File: src/rtl/ramb_fifo_pkg.sv
// Shared constants and types for the RAMB-backed FIFO controller.
package ramb_fifo_pkg;

    localparam int ADDR_W    = 12;
    localparam int DATA_W    = 4;
    localparam int DEPTH     = 1 << ADDR_W;
    localparam int AFULL_LVL = 4092;

    // Which side wins the single RAM port when both want it this cycle.
    typedef enum logic {
        PRIO_WR = 1'b0,
        PRIO_RD = 1'b1
    } prio_t;

endpackage

File: src/rtl/ramb_fifo_skid.sv
// Two-entry output buffer that absorbs the RAM read latency. Output is driven
// straight from the head register; push and pop may coincide at any occupancy.
// Handshake: a word leaves when out_valid & out_ready are both high on a rising
// edge; out_ready while out_valid is low has no effect.
module ramb_fifo_skid #(
    parameter int DATA_W = 4
) (
    input  logic              clk,
    input  logic              rst,
    input  logic              push,
    input  logic [DATA_W-1:0] push_data,
    output logic [DATA_W-1:0] out_data,
    output logic              out_valid,
    input  logic              out_ready,
    output logic [1:0]        occ
);

    logic [DATA_W-1:0] head;
    logic [DATA_W-1:0] tail;
    logic [1:0]        occ_q;
    logic              pop;

    assign pop       = (occ_q != 2'd0) && out_ready;
    assign out_data  = head;
    assign out_valid = (occ_q != 2'd0);
    assign occ       = occ_q;

    // Occupancy and storage update for every push/pop combination.
    always_ff @(posedge clk) begin
        if (rst) begin
            occ_q <= 2'd0;
        end else begin
            case ({push, pop})
                2'b10: begin
                    if (occ_q == 2'd0) begin
                        head  <= push_data;
                        occ_q <= 2'd1;
                    end else if (occ_q == 2'd1) begin
                        tail  <= push_data;
                        occ_q <= 2'd2;
                    end
                end
                2'b01: begin
                    head  <= tail;
                    occ_q <= occ_q - 2'd1;
                end
                2'b11: begin
                    if (occ_q == 2'd2) begin
                        head <= tail;
                        tail <= push_data;
                    end else begin
                        head <= push_data;
                    end
                end
                default: begin
                end
            endcase
        end
    end

endmodule

File: src/rtl/ramb_s4_fifo_ctrl.sv
// FIFO controller using one external 4096x4 single-port block RAM as storage.
// The single RAM port is shared between writes and prefetch reads; a 2-entry
// buffer hides the one-cycle RAM read latency.
// Handshake: a word is transferred on IN (resp. OUT) at a rising edge where
// the corresponding VALID and READY are both high; READY never depends on VALID.
module ramb_s4_fifo_ctrl #(
    parameter int ADDR_W    = ramb_fifo_pkg::ADDR_W,
    parameter int DATA_W    = ramb_fifo_pkg::DATA_W,
    parameter int AFULL_LVL = ramb_fifo_pkg::AFULL_LVL
) (
    input  logic              CLK,
    input  logic              RST,
    input  logic [DATA_W-1:0] IN_DATA,
    input  logic              IN_VALID,
    output logic              IN_READY,
    output logic [DATA_W-1:0] OUT_DATA,
    output logic              OUT_VALID,
    input  logic              OUT_READY,
    output logic [ADDR_W+1:0] COUNT,
    output logic              FULL,
    output logic              AFULL,
    output logic              EMPTY,
    output logic [ADDR_W-1:0] RAM_ADDR,
    output logic [DATA_W-1:0] RAM_DI,
    output logic              RAM_EN,
    output logic              RAM_WE,
    output logic              RAM_SSR,
    input  logic [DATA_W-1:0] RAM_DO
);

    import ramb_fifo_pkg::*;

    localparam logic [ADDR_W:0] CNT_FULL  = {1'b1, {ADDR_W{1'b0}}};
    localparam logic [ADDR_W:0] CNT_AFULL = (ADDR_W+1)'(AFULL_LVL);

    logic [ADDR_W-1:0] wptr;
    logic [ADDR_W-1:0] rptr;
    logic [ADDR_W:0]   ram_cnt;
    logic              inflight;
    logic [1:0]        buf_occ;
    prio_t             prio_q;
    prio_t             prio_d;
    logic              rd_req;
    logic              wr_req;
    logic              do_wr;
    logic              do_rd;

    // Prefetch only while the buffer plus the word in flight leaves room.
    assign rd_req   = (ram_cnt != '0) && (({1'b0, buf_occ} + {2'b00, inflight}) < 3'd2);
    assign wr_req   = IN_VALID && !FULL;
    assign IN_READY = !FULL && !(rd_req && (prio_q == PRIO_RD));
    assign do_wr    = IN_VALID && IN_READY;
    assign do_rd    = rd_req && !do_wr;

    assign RAM_EN   = do_wr || do_rd;
    assign RAM_WE   = do_wr;
    assign RAM_ADDR = do_wr ? wptr : rptr;
    assign RAM_DI   = IN_DATA;
    assign RAM_SSR  = RST;

    assign FULL  = (ram_cnt == CNT_FULL);
    assign AFULL = (ram_cnt >= CNT_AFULL);
    assign COUNT = {1'b0, ram_cnt} + (ADDR_W+2)'(inflight) + (ADDR_W+2)'(buf_occ);
    assign EMPTY = (COUNT == '0);

    // Arbitration priority register.
    always_ff @(posedge CLK) begin
        if (RST) begin
            prio_q <= PRIO_WR;
        end else begin
            prio_q <= prio_d;
        end
    end

    // After a contested cycle, hand priority to whichever side lost.
    always_comb begin
        prio_d = prio_q;
        if (rd_req && wr_req) begin
            prio_d = do_wr ? PRIO_RD : PRIO_WR;
        end
    end

    // Pointers, RAM occupancy and the read-in-flight marker.
    always_ff @(posedge CLK) begin
        if (RST) begin
            wptr     <= '0;
            rptr     <= '0;
            ram_cnt  <= '0;
            inflight <= 1'b0;
        end else begin
            inflight <= do_rd;
            if (do_wr) begin
                wptr    <= wptr + 1'b1;
                ram_cnt <= ram_cnt + 1'b1;
            end else if (do_rd) begin
                rptr    <= rptr + 1'b1;
                ram_cnt <= ram_cnt - 1'b1;
            end
        end
    end

    // RAM_DO is valid in the cycle after a read; it lands in the buffer then.
    ramb_fifo_skid #(
        .DATA_W (DATA_W)
    ) u_skid (
        .clk       (CLK),
        .rst       (RST),
        .push      (inflight),
        .push_data (RAM_DO),
        .out_data  (OUT_DATA),
        .out_valid (OUT_VALID),
        .out_ready (OUT_READY),
        .occ       (buf_occ)
    );

endmodule

File: config.mk
export PLATFORM = sky130hd
export DESIGN_NAME = ramb_s4_fifo_ctrl
export DESIGN_NICKNAME = d
export VERILOG_FILES = /design/src/rtl/ramb_fifo_pkg.sv /design/src/rtl/ramb_fifo_skid.sv /design/src/rtl/ramb_s4_fifo_ctrl.sv
export SDC_FILE = /design/constraint.sdc
export NUM_CORES = 1
export LEC_CHECK = 0
export BUFFER_PORTS_ARGS = -buffer_cell sky130_fd_sc_hd__buf_2
export CORE_UTILIZATION = 62
export DETAILED_ROUTE_END_ITERATION = 8
export PLACE_DENSITY_LB_ADDON = 0.25
export SYNTH_ARGS = -nofsm -noshare
export SYNTH_HDL_FRONTEND = slang
export SYNTH_SLANG_ARGS = --single-unit
File: constraint.sdc
create_clock -name CLK -period 9.2 [get_ports CLK]
set_clock_uncertainty 0.1 [all_clocks]
set_input_delay 0.92 -clock CLK [delete_from_list [all_inputs] [get_ports CLK]]
set_output_delay 0.92 -clock CLK [all_outputs]
set_load 0.005 [all_outputs]
==> key figures, run 1 <==
Critical path
  • Critical path startpoint category: register
  • Critical Path Fanout Max: 6
  • Critical path required time: 8.18 ns
  • Worst R2R Path Depth: 11
  • Crit path buffers/inverters: 2
  • Crit path kind: register to output port
  • Cell count along the critical path: 9
  • CP delay by family, top: adder cells
  • Critical-path cell list: inv_1 -> fa_1 -> fa_1 -> nor3_2 -> xnor2_1 -> a41oi_1 -> nor4_1 -> and4b_1 -> buf_2
  • End of the critical path: EMPTY
  • CP max stage cell: nor3_2
  • RR Startpoint: inflight$_SDFF_PP0_
  • CP peak stage delay: around 0.5 ns
  • Most used cell, CP: fa_1
  • CP startpoint: ram_cnt[0]$_SDFFE_PP0P_
  • Crit path DAT: 3.22 ns
  • R2r endpoint: ram_cnt[9]$_SDFFE_PP0P_
  • Kind of end point of the critical path: output port
  • Reg2reg setup slack: 5.72 ns

STA
  • Final count of pins violating max slew: 0
  • Sum of negative setup slack: 0 ns
  • Endpoints failing setup: 0
  • Slew HR: 26.9%
  • RSZ-0062 raised after global routing: no
  • Minimum clock period: between 4 and 5 ns
  • Maximum clock frequency: between 200 and 250 MHz
  • Worst Max-Slew Pin Slew: approximately 1.1 ns
  • Final Cycle Share: 46.1%
  • Final hold violations: 0

Die
  • Num ports: 54
  • Total Die Area: approximately 6000 um2
  • Initial Util: about 66%
  • Die Height: around 76 um
  • Row count: 26
  • Chip width: roughly 76 um
  • CORE AREA: ~5200 um2

Synthesis
  • Compound-gate portion of the synthesized area: ~15%
  • Biggest area consumer among synthesized cells: dfxtp_1
  • XOR/XNOR share of the synthesized area: 11.0%
  • Mean Syn Cell Area: approximately 8.4 um2
  • Seq cells post-synth: ~50
  • Main combinational cell family by area after synthesis: simple AND/OR/NAND/NOR gates
  • Count leader, synth: nand2_1
  • Leading post-synthesis cells by cell area: dfxtp_1 (24%), ha_1 (7.3%), edfxtp_1 (7.0%)
  • Cell Area, Synth: approximately 3400 um2
  • Synth warnings: 0
  • EDFF count, synth: 8
  • Post-synth top cells: nand2_1 (48), nor2_1 (43), dfxtp_1 (41)
  • Post-Synth Adder-Cell Area: a little under a tenth
  • Cell variety after synth: between 50 and 60
  • Simple-gate portion of the synthesized area: between 20 and 25%
  • Top cell type's share of synthesized area: a little under a quarter
  • Register area share after synthesis: roughly 31%
  • Syn_nets: approximately 440
  • Post-synthesis mux area share: under 10%
  • Main synth FF type: dfxtp_1
  • Post-synthesis async set-or-reset flop share: 0%
  • Mapped Cells: approximately 410

Global route
  • Largest net degree at the start of global routing: 48
  • First-pass GRT wire length: approximately 13,000 um
  • Total grt overflow: 0
  • Global Route Usage Sum: a little over a quarter
  • Initial antenna violation count: 0
  • Vias in the first global route: about 2,800

Detailed routing
  • WL/cell: ~14 um
  • Vias/cell: between 5 and 6
  • Residual DRC count: 0
  • DR iter-0 viols: between 100 and 150
  • Routed Antenna Nets: 0
  • Post-Route WL: 7270 um
  • Pre-antenna DRT Iters: 4
  • Via count: ~3,000

Finish
  • Share of cells above drive strength 1: approximately 16%
  • Final net count: between 400 and 500
  • Area Overhead vs Synth: 8.65%
  • Final instance area: between 3000 and 4000 um2
  • ANT cells: 0

Clock network
  • Post-CTS Resized: 0
  • Worst-Skew Late Latency: roughly 0.32 ns
  • Clk buf depth: 2
  • Setup bufs post-CTS: 0
  • Worst-path clk slew: 0.10 ns
  • Post-CTS Hold Fix Bufs: 0
  • CTS sink cnt: about 50
  • Clk root buf: clkbuf_8
  • Cts bufs inserted: 5
  • H-tree levels: 2
  • CTS tree: built

Status
  • Status: completed

Power and ir drop
  • Worst VDD drop: ~0.18 mV
  • Power Dens Cells: just under 300 nW/um2
  • Total leakage power: 1.56 nW

Placement
  • Port Buf Inserts: 45
  • Post-DP Area: approximately 3600 um2
  • Detailed placement HPWL: roughly 5400 um
  • Gpl congestion: between 0.9 and 1

Flow run
  • Maxcap violations: 0

Hold path
  • Hold Crit Depth: 2
  • Worst min path class: register to register
==> cell families after synthesis <==
family / count (synthesis)
and+or+nand+nor: 154
adders and majority gates: 23
AOI/OAI and AO/OA: 75
buffers and inverters: 46
muxes: 19
DFF: 49
xor gates and xnor gates: 43
==> flip-flops by register name, indices dropped and copies added (netlist names) <==
name / cells
wptr: 12
u_skid.tail: 4
u_skid.occ: 2
ram_cnt: 13
rptr: 12
prio_q: 1
inflight: 1
u_skid.out_data: 4
==> cell usage in the layout (no fill, tap or decap), types with 4 or more instances in the layout <==
cell,synthesis,layout
mux2_1,9,9
ha_1,20,20
o21ai_0,12,12
nand2_1,48,48
inv_1,20,20
mux2_2,4,4
xor2_1,16,16
clkbuf_8,0,5
dfxtp_1,41,41
edfxtp_1,8,8
mux2i_1,6,6
nor2_1,43,43
a31oi_1,4,4
nor3_1,11,11
a22oi_1,5,5
a21oi_1,19,19
nand4_1,7,7
a211oi_1,4,4
nand3_1,15,15
buf_2,8,45
o21ai_1,5,5
xnor2_1,27,27
or3_1,5,5
==> how the worst min path moves through the flow <==
stage,startpoint,end,slack (ns)
floorplan,rptr[11]$_SDFFE_PP0P_,rptr[11]$_SDFFE_PP0P_,0.38
global placement,rptr[11]$_SDFFE_PP0P_,rptr[11]$_SDFFE_PP0P_,0.39
detailed placement,rptr[11]$_SDFFE_PP0P_,rptr[11]$_SDFFE_PP0P_,0.40
CTS,rptr[11]$_SDFFE_PP0P_,rptr[11]$_SDFFE_PP0P_,0.42
global route,rptr[11]$_SDFFE_PP0P_,rptr[11]$_SDFFE_PP0P_,0.47
finish,rptr[11]$_SDFFE_PP0P_,rptr[11]$_SDFFE_PP0P_,0.42
==> layout make-up <==
cell class,instances,area [um2]
Clock inverter,3,26.3
Inverter,23,86.3
Tap cell,70,87.6
Clock buffer,5,68.8
Timing Repair Buffer,46,233
Sequential cell,49,1060
Multi-Input combinational cell,314,2160
Fill cell,410,1480
==> worst reg2reg max path, cell delays in order, from the launching register on <==
cell	delay (ns)
dfxtp_1	0.37
a21oi_1	0.52
nand2_1	0.19
o21ai_4	0.15
buf_4	0.44
ha_1	0.37
a2111oi_0	0.43
o21ai_1	0.20
a41oi_1	0.27
xnor2_1	0.15
nand2_1	0.07
a21oi_1	0.15
==> layer usage <==
metal  share of wire [%]  GRT usage, %  vias up  wire length [um]
li1                    -             -     1479                 -
met1                  49          36.0     1387              3530
met5                   0             0        -                 0
met3                 5.1          4.31       14               368
met4                 1.8          10.8        0               133
met2                  44          41.4       78              3230
==> report_power, final <==
part,switching (mW),internal [mW]
Sequential,0.0840,0.268
Combinational,0.340,0.280
Clock,0.0807,0.0554
==> through the flow <==
step,total power [mW],hold WS [ns],utilization (%),setup WS (ns),std cells
global route,1.20,0.467,71.6,4.80,510
finish,1.11,0.418,71.6,4.96,510
detailed placement,0.967,0.397,69.7,5.32,502
CTS,1.10,0.423,71.6,4.97,510
global placement,0.945,0.389,69.7,5.46,502
floorplan,0.825,0.375,-,5.68,409
No activity file was read; power rests on OpenSTA's default activity.
==> inputs of run 2 (changes only) <==
--- a/config.mk
+++ b/config.mk
@@ -5,8 +5,9 @@
 export SDC_FILE = /design/constraint.sdc
 export NUM_CORES = 1
 export LEC_CHECK = 0
+export ABC_AREA = 1
 export BUFFER_PORTS_ARGS = -buffer_cell sky130_fd_sc_hd__buf_2
-export CORE_UTILIZATION = 62
+export CORE_UTILIZATION = 52
 export DETAILED_ROUTE_END_ITERATION = 8
 export PLACE_DENSITY_LB_ADDON = 0.25
 export SYNTH_ARGS = -nofsm -noshare
==> constraint.sdc (replaced) <==
create_clock -name CLK -period 3.7 [get_ports CLK]
set_clock_uncertainty 0.1 [all_clocks]
set_input_delay 0.37 -clock CLK [delete_from_list [all_inputs] [get_ports CLK]]
set_output_delay 0.37 -clock CLK [all_outputs]
set_load 0.005 [all_outputs]
==> key figures, run 2 <==
Status
  • Status: finished, violations left
  • Failing checks: design-rule violations

Critical path
  • Crit path DAT: 2.85 ns (-0.37 ns)
  • Critical Path Fanout Max: 7 (+1)
  • Critical path startpoint category: register
  • Critical-path cell list: inv_1 -> fa_1 -> fa_1 -> nor3_4 -> nand2_1 -> nand2_1 -> nand2_1 -> nor2_1 -> nand2_1 -> nor3_2 -> buf_2
  • Most used cell, CP: nand2_1
  • Reg2reg setup slack: 0.62 ns (-5.10 ns)
  • Kind of end point of the critical path: output port
  • Crit path kind: register to output port
  • CP max stage cell: fa_1
  • Critical path required time: 3.23 ns (-4.95 ns)
  • CP peak stage delay: 0.49 ns (about the same)

Clock network
  • CTS tree: built
  • Worst-Skew Late Latency: 0.31 ns (about the same)
  • Worst-path clk slew: 0.10 ns (about the same)
  • H-tree levels: 2 (unchanged)
  • CTS sink cnt: 49 (unchanged)
  • Post-CTS Hold Fix Bufs: 0 (unchanged)
  • Setup bufs post-CTS: 0 (unchanged)
  • Cts bufs inserted: 5 (unchanged)
  • Post-CTS Resized: 0 (unchanged)
  • Clk buf depth: 2 (unchanged)
  • Clk root buf: clkbuf_8

Synthesis
  • Syn_nets: 551 (+24%)
  • Count leader, synth: nand2_1
  • Mapped Cells: 516 (+26%)
  • Leading post-synthesis cells by cell area: dfxtp_1 (23%), nand2_1 (14%), inv_1 (7.3%)
  • Post-synth top cells: nand2_1 (128), inv_1 (68), a21oi_1 (43)
  • Cell Area, Synth: 3520 um2 (+2.6%)
  • Register area share after synthesis: 30.2% (-0.79 points)
  • XOR/XNOR share of the synthesized area: 6.47% (-4.5 points)
  • Synth warnings: 0 (unchanged)
  • Post-synthesis async set-or-reset flop share: 0% (unchanged)
  • Main combinational cell family by area after synthesis: simple AND/OR/NAND/NOR gates
  • Mean Syn Cell Area: 6.82 um2 (-19%)
  • Cell variety after synth: 41 (-29%)
  • Post-Synth Adder-Cell Area: 8.82% (-0.23 points)
  • Top cell type's share of synthesized area: 23.3% (-0.61 points)
  • Post-synthesis mux area share: 0% (-6.0 points)
  • Main synth FF type: dfxtp_1
  • Compound-gate portion of the synthesized area: 15.4% (+0.51 points)
  • Biggest area consumer among synthesized cells: dfxtp_1
  • EDFF count, synth: 8 (unchanged)
  • Simple-gate portion of the synthesized area: 28.3% (+6.4 points)
  • Seq cells post-synth: 49 (unchanged)

Die
  • Chip width: 84.3 um (+10%)
  • Row count: 29 (+12%)
  • Total Die Area: 7100 um2 (+22%)
  • Die Height: 84.3 um (+10%)
  • CORE AREA: 6420 um2 (+23%)
  • Initial Util: 54.8% (-11 points)
  • Num ports: 54 (unchanged)

Power and ir drop
  • Total leakage power: 1.75 nW (+12%)
  • Worst VDD drop: 0.358 mV (+100%)
  • Power Dens Cells: 670 nW/um2 (+130%)

STA
  • Final Cycle Share: roughly nine tenths
  • Slew HR: 50.2% (+23 points)
  • Minimum clock period: 3.32 ns
  • Sum of negative setup slack: 0 ns (unchanged)
  • Final count of pins violating max slew: 0 (unchanged)
  • Final hold violations: 0 (unchanged)
  • Endpoints failing setup: 0 (unchanged)
  • Maximum clock frequency: approximately 300 MHz
  • Worst Max-Slew Pin Slew: 0.746 ns (-0.319 ns)
  • RSZ-0062 raised after global routing: no

Placement
  • Port Buf Inserts: 45 (unchanged)
  • Detailed placement HPWL: 6240 um (+16%)
  • Post-DP Area: 3740 um2 (+3.0%)
  • Gpl congestion: 0.864 (-5.2%)

Finish
  • Most frequent cells in the layout: nand2_1 (128), inv_1 (68), buf_2 (45)
  • Storage cell area: 1060 um2 (unchanged)
  • Final instance area: 3830 um2 (+2.9%)
  • Regs by FF count: ram_cnt (13), rptr (12), wptr (12)
  • Largest register FFs: 13 (unchanged)
  • Filler instances: 633 (+54%)
  • Most common cell after layout, fill and taps aside: nand2_1
  • ANT cells: 0 (unchanged)
  • Register with the most flip-flops: ram_cnt
  • Area of the multi-input gates: 2080 um2 (-4.0%)
  • Area Overhead vs Synth: 8.96%
  • Share of cells above drive strength 1: 12.8% (-3.3 points)
  • Final net count: 588 (+24%)

Hold path
  • Worst min path class: input port to register

Global route
  • Largest net degree at the start of global routing: 34 (-29%)
  • Total grt overflow: 0 (unchanged)
  • Initial antenna violation count: 0 (unchanged)
  • Global Route Usage Sum: 23.8% (-2.5 points)
  • First-pass GRT wire length: 13,900 um (+9.8%)
  • Vias in the first global route: 3,030 (+9.1%)

Detailed routing
  • Pre-antenna DRT Iters: 7 (+3)
  • Met2 Wirelength: 3860 um (+19%)
  • Residual DRC count: 12 (+12)
  • Post-Route WL: 8140 um (+12%)
  • Vias/cell: 5.29 (-8.7%)
  • Routed met3 length: 295 um (-20%)
  • Highest routed layer: met4
  • Metal1 wirelength: 3920 um (+11%)
  • DR iter-0 viols: 219 (+74%)
  • Via count: 3,340 (+13%)
  • WL/cell: 12.9 um (-9.5%)
  • Routed Antenna Nets: 0 (unchanged)

Flow run
  • Maxcap violations: 0 (unchanged)
==> run 2: changes by cell type in the layout (fill, tap and decap cells not counted), sizes merged, moves of 4 or more <==
cell and delta:
o21ai +27, inv +50, a211oi -5, nand4 -6, xnor2 -17, mux2 -13
mux2i -6, a22oi -5, nor4 -4, a21oi +26, nand3 +14, and4 -4
or3 -4, nand2 +85
==> run 2: cell type report <==
class,instances,share of cell area (%)
Multi-Input combinational cell,379,54.1
Sequential cell,49,27.7
Inverter,71,6.95
Timing Repair Buffer,47,6.27
Tap cell,77,2.51
Clock buffer,5,1.80
Clock inverter,3,0.653
==> run 2: metal layers <==
layer  GRT usage (%)  vias up
met3            2.46        6
met4            4.55        0
met5               0        -
li1                -     1737
met2            41.3       62
met1            32.5     1535
==> run 2: stage by stage <==
stage               setup WS, ns  cells  utilization [%]  power, mW  hold slack (ns)
floorplan                   1.06    516                -       1.86            0.343
global placement           0.751    623             58.2       2.19            0.353
detailed placement         0.631    623             58.2       2.23            0.360
CTS                        0.385    631             59.7       2.57            0.162
global route               0.142    631             59.7       2.81            0.154
finish                     0.378    631             59.7       2.57            0.159
==> run 2: kinds of logic (layout without fill, tap and decap cells) <==
group | Yosys count | in the layout
AO/OA/AOI/OAI | 100 | 100
XOR/XNOR | 26 | 26
adder cells (fa/ha/maj) | 23 | 23
buffers and inverters | 88 | 126
flip-flops | 49 | 49
AND/OR/NAND/NOR | 230 | 230
==> run 2: critical path: cells and delay by family (launching register included) <==
kind / cells / cell delay (ns)
flops: 1 / 0.41
simple gates: 7 / 0.92
fa+ha+maj: 2 / 0.96
buf+inv: 2 / 0.26
==> run 2: path summary, 6_finish.rpt <==
path                                               from  depth (start not counted)                       end
worst max-delay path            ram_cnt[0]$_SDFFE_PP0P_                         11                     EMPTY
worst min-delay path                          RAM_DO[0]                          1  u_skid.tail[0]$_DFFE_PP_
worst max register to register  ram_cnt[4]$_SDFFE_PP0P_                         15  ram_cnt[12]$_SDFFE_PP0P_
worst min register to register    wptr[11]$_SDFFE_PP0P_                          2     wptr[11]$_SDFFE_PP0P_
==> run 2: report_power, final <==
group	internal [mW]	switching, mW	leakage [nW]	total, mW
Sequential	0.661	0.143	0.409	0.803
Combinational	0.538	0.889	1.29	1.43
Clock	0.139	0.201	0.0466	0.339
==> inputs of run 3 (changes only) <==
--- a/config.mk
+++ b/config.mk
@@ -7,7 +7,8 @@
 export LEC_CHECK = 0
 export ABC_AREA = 1
 export BUFFER_PORTS_ARGS = -buffer_cell sky130_fd_sc_hd__buf_2
-export CORE_UTILIZATION = 52
+export CORE_UTILIZATION = 54
+export CTS_BUF_LIST = sky130_fd_sc_hd__clkbuf_8
 export DETAILED_ROUTE_END_ITERATION = 8
 export PLACE_DENSITY_LB_ADDON = 0.25
 export SYNTH_ARGS = -nofsm -noshare
==> key figures, run 3 (same netlist as run 2, synthesis figures left out) <==
Clock network
  • CTS tree: built
  • Cts bufs inserted: 5 (unchanged)
  • Worst-path clk slew: 0.09 ns (about the same)
  • CTS sink cnt: 49 (unchanged)
  • H-tree levels: 2 (unchanged)
  • Post-CTS Resized: 0 (unchanged)
  • Clk buf depth: 2 (unchanged)
  • Clk root buf: clkbuf_8
  • Worst-Skew Late Latency: 0.32 ns (about the same)
  • Post-CTS Hold Fix Bufs: 0 (unchanged)
  • Setup bufs post-CTS: 0 (unchanged)

Critical path
  • RR Startpoint: ram_cnt[2]$_SDFFE_PP0P_
  • Crit path DAT: 2.83 ns (-0.02 ns)
  • Crit path kind: register to output port
  • Most used cell, CP: nand2_1
  • CP max stage cell: fa_1
  • Critical path required time: 3.23 ns (about the same)
  • Critical Path Fanout Max: 7 (unchanged)
  • CP startpoint: ram_cnt[0]$_SDFFE_PP0P_
  • Critical-path cell list: inv_1 -> fa_1 -> fa_1 -> nor3_4 -> nand2_1 -> nand2_1 -> nand2_1 -> nor2_1 -> nand2_1 -> nor3_2 -> buf_2
  • Critical path startpoint category: register
  • Kind of end point of the critical path: output port
  • CP peak stage delay: 0.47 ns (-0.02 ns)

Detailed routing
  • WL/cell: 12.1 um (-6.4%)
  • DR iter-0 viols: 139 (-37%)
  • Highest routed layer: met4
  • Vias/cell: 5.19 (-1.9%)
  • Routed Antenna Nets: 0 (unchanged)
  • Pre-antenna DRT Iters: 5 (-2)
  • Residual DRC count: 0 (-12)
  • Metal1 wirelength: 3710 um (-5.3%)
  • Post-Route WL: 7610 um (-6.4%)
  • Via count: 3,277 (-1.9%)
  • Met2 Wirelength: 3450 um (-11%)
  • Routed met3 length: 324 um (+9.8%)

Finish
  • Final net count: 588 (unchanged)
  • Register with the most flip-flops: ram_cnt
  • Non-Filler Instances: 631 (unchanged)
  • Area Overhead vs Synth: 8.96% (unchanged)
  • Final Core Density: 60.7% (+1.0 points)
  • Regs by FF count: ram_cnt (13), rptr (12), wptr (12)
  • ANT cells: 0 (unchanged)
  • Most frequent cells in the layout: nand2_1 (128), inv_1 (68), buf_2 (45)
  • Largest register FFs: 13 (unchanged)
  • Most common cell after layout, fill and taps aside: nand2_1
  • Share of cells above drive strength 1: 12.8% (unchanged)

Placement
  • Detailed placement HPWL: 5840 um (-6.4%)
  • Gpl congestion: 0.865 (+0.10%)
  • Port Buf Inserts: 45 (unchanged)
  • Dpl cells: 623 (unchanged)
  • Pre-CTS setup slack: 0.722 ns (+0.0909 ns)

Power and ir drop
  • Clock share of power: 13.5% (+0.3 points)
  • Design Power: 2.52 mW (-1.7%)
  • Sw Ratio: 47.1% (-0.86 points)
  • Power Dens Cells: 659 nW/um2 (-1.7%)
  • Comb power frac: 54.7% (-0.8 points)
  • P_sw: 1.19 mW (-3.5%)
  • Internal: 1.34 mW (-0.11%)
  • Seq pwr share: 31.8% (+0.5 points)
  • Worst VDD drop: 0.397 mV (+11%)
  • Total leakage power: 1.75 nW (-0.11%)

Global route
  • Initial antenna violation count: 0 (unchanged)
  • Total grt overflow: 0 (unchanged)
  • Largest net degree at the start of global routing: 46 (+35%)
  • Global Route Usage Sum: 24.3% (+0.46 points)
  • First-pass GRT wire length: 12,800 um (-7.6%)
  • Vias in the first global route: 2,817 (-7.0%)

Die
  • Chip width: 82.7 um (-1.8%)
  • Total Die Area: 6840 um2 (-3.6%)
  • Row count: 29 (unchanged)
  • Num ports: 54 (unchanged)
  • CORE AREA: 6310 um2 (-1.7%)
  • Initial Util: 55.7% (+0.94 points)
  • Die Height: 82.7 um (-1.8%)

STA
  • Final Cycle Share: 89.2% (-0.63 points)
  • Worst Max-Slew Pin Slew: 0.734 ns (-0.0121 ns)
  • Final setup margin: 0.401 ns (+0.0232 ns)
  • Minimum clock period: 3.30 ns (-0.0232 ns)
  • Endpoints failing setup: 0 (unchanged)
  • Sum of negative setup slack: 0 ns (unchanged)
  • RSZ-0062 raised after global routing: no
  • Final count of pins violating max slew: 0 (unchanged)
  • Final hold violations: 0 (unchanged)
  • Slew HR: 50.9% (+0.74 points)
  • Maximum clock frequency: 303 MHz (+0.70%)

Flow run
  • Maxcap violations: 0 (unchanged)

Status
  • Status: completed

Hold path
  • Worst min path class: input port to register
  • Min-delay src: RAM_DO[1]
==> run 3: cell type report <==
class / count / area (um2)
inverter: 71 / 267
multi-input combinational: 379 / 2080
timing repair buffer: 47 / 240
sequential: 49 / 1060
fill: 612 / 2480
tap: 77 / 96.3
clock inverter: 3 / 25.0
clock buffer: 5 / 68.8
==> run 3: final timing paths <==
| path | slack, ns | to | cells past startpoint |
|---|---|---|---|
| worst max-delay path | 0.40 | EMPTY | 11 |
| worst min-delay path | 0.14 | u_skid.tail[1]$_DFFE_PP_ | 1 |
| worst max register to register | 0.67 | ram_cnt[12]$_SDFFE_PP0P_ | 17 |
| worst min register to register | 0.38 | wptr[11]$_SDFFE_PP0P_ | 2 |
==> run 3: stage by stage <==
step	instance area, um2	hold slack [ns]
floorplan	3520	0.343
global placement	3740	0.352
detailed placement	3740	0.359
CTS	3830	0.140
global route	3830	0.136
finish	3830	0.144
==> run 3: power by group through the flow <==
stage          logic, mW  clock network (mW)  registers [mW]
2_1_floorplan       1.08                   0           0.774
3_3_place_gp        1.35                   0           0.809
3_5_place_dp        1.38                   0           0.814
4_1_cts             1.39               0.349           0.802
5_1_grt             1.61               0.370           0.826
6_report            1.38               0.340           0.802
==> run 3: critical path: cells and delay by family, from the launching register on <==
kind	cells	cell delay [ns]
flip-flops	1	0.42
AND/OR/NAND/NOR	7	0.92
adder cells (fa/ha/maj)	2	0.94
buffers and inverters	2	0.24
==> run 3: metal layers <==
metal / global-route usage [%] / vias up
li1: - / 1736
met1: 33.4 / 1455
met2: 38.8 / 75
met3: 3.85 / 11
met4: 7.59 / 0
met5: 0 / -
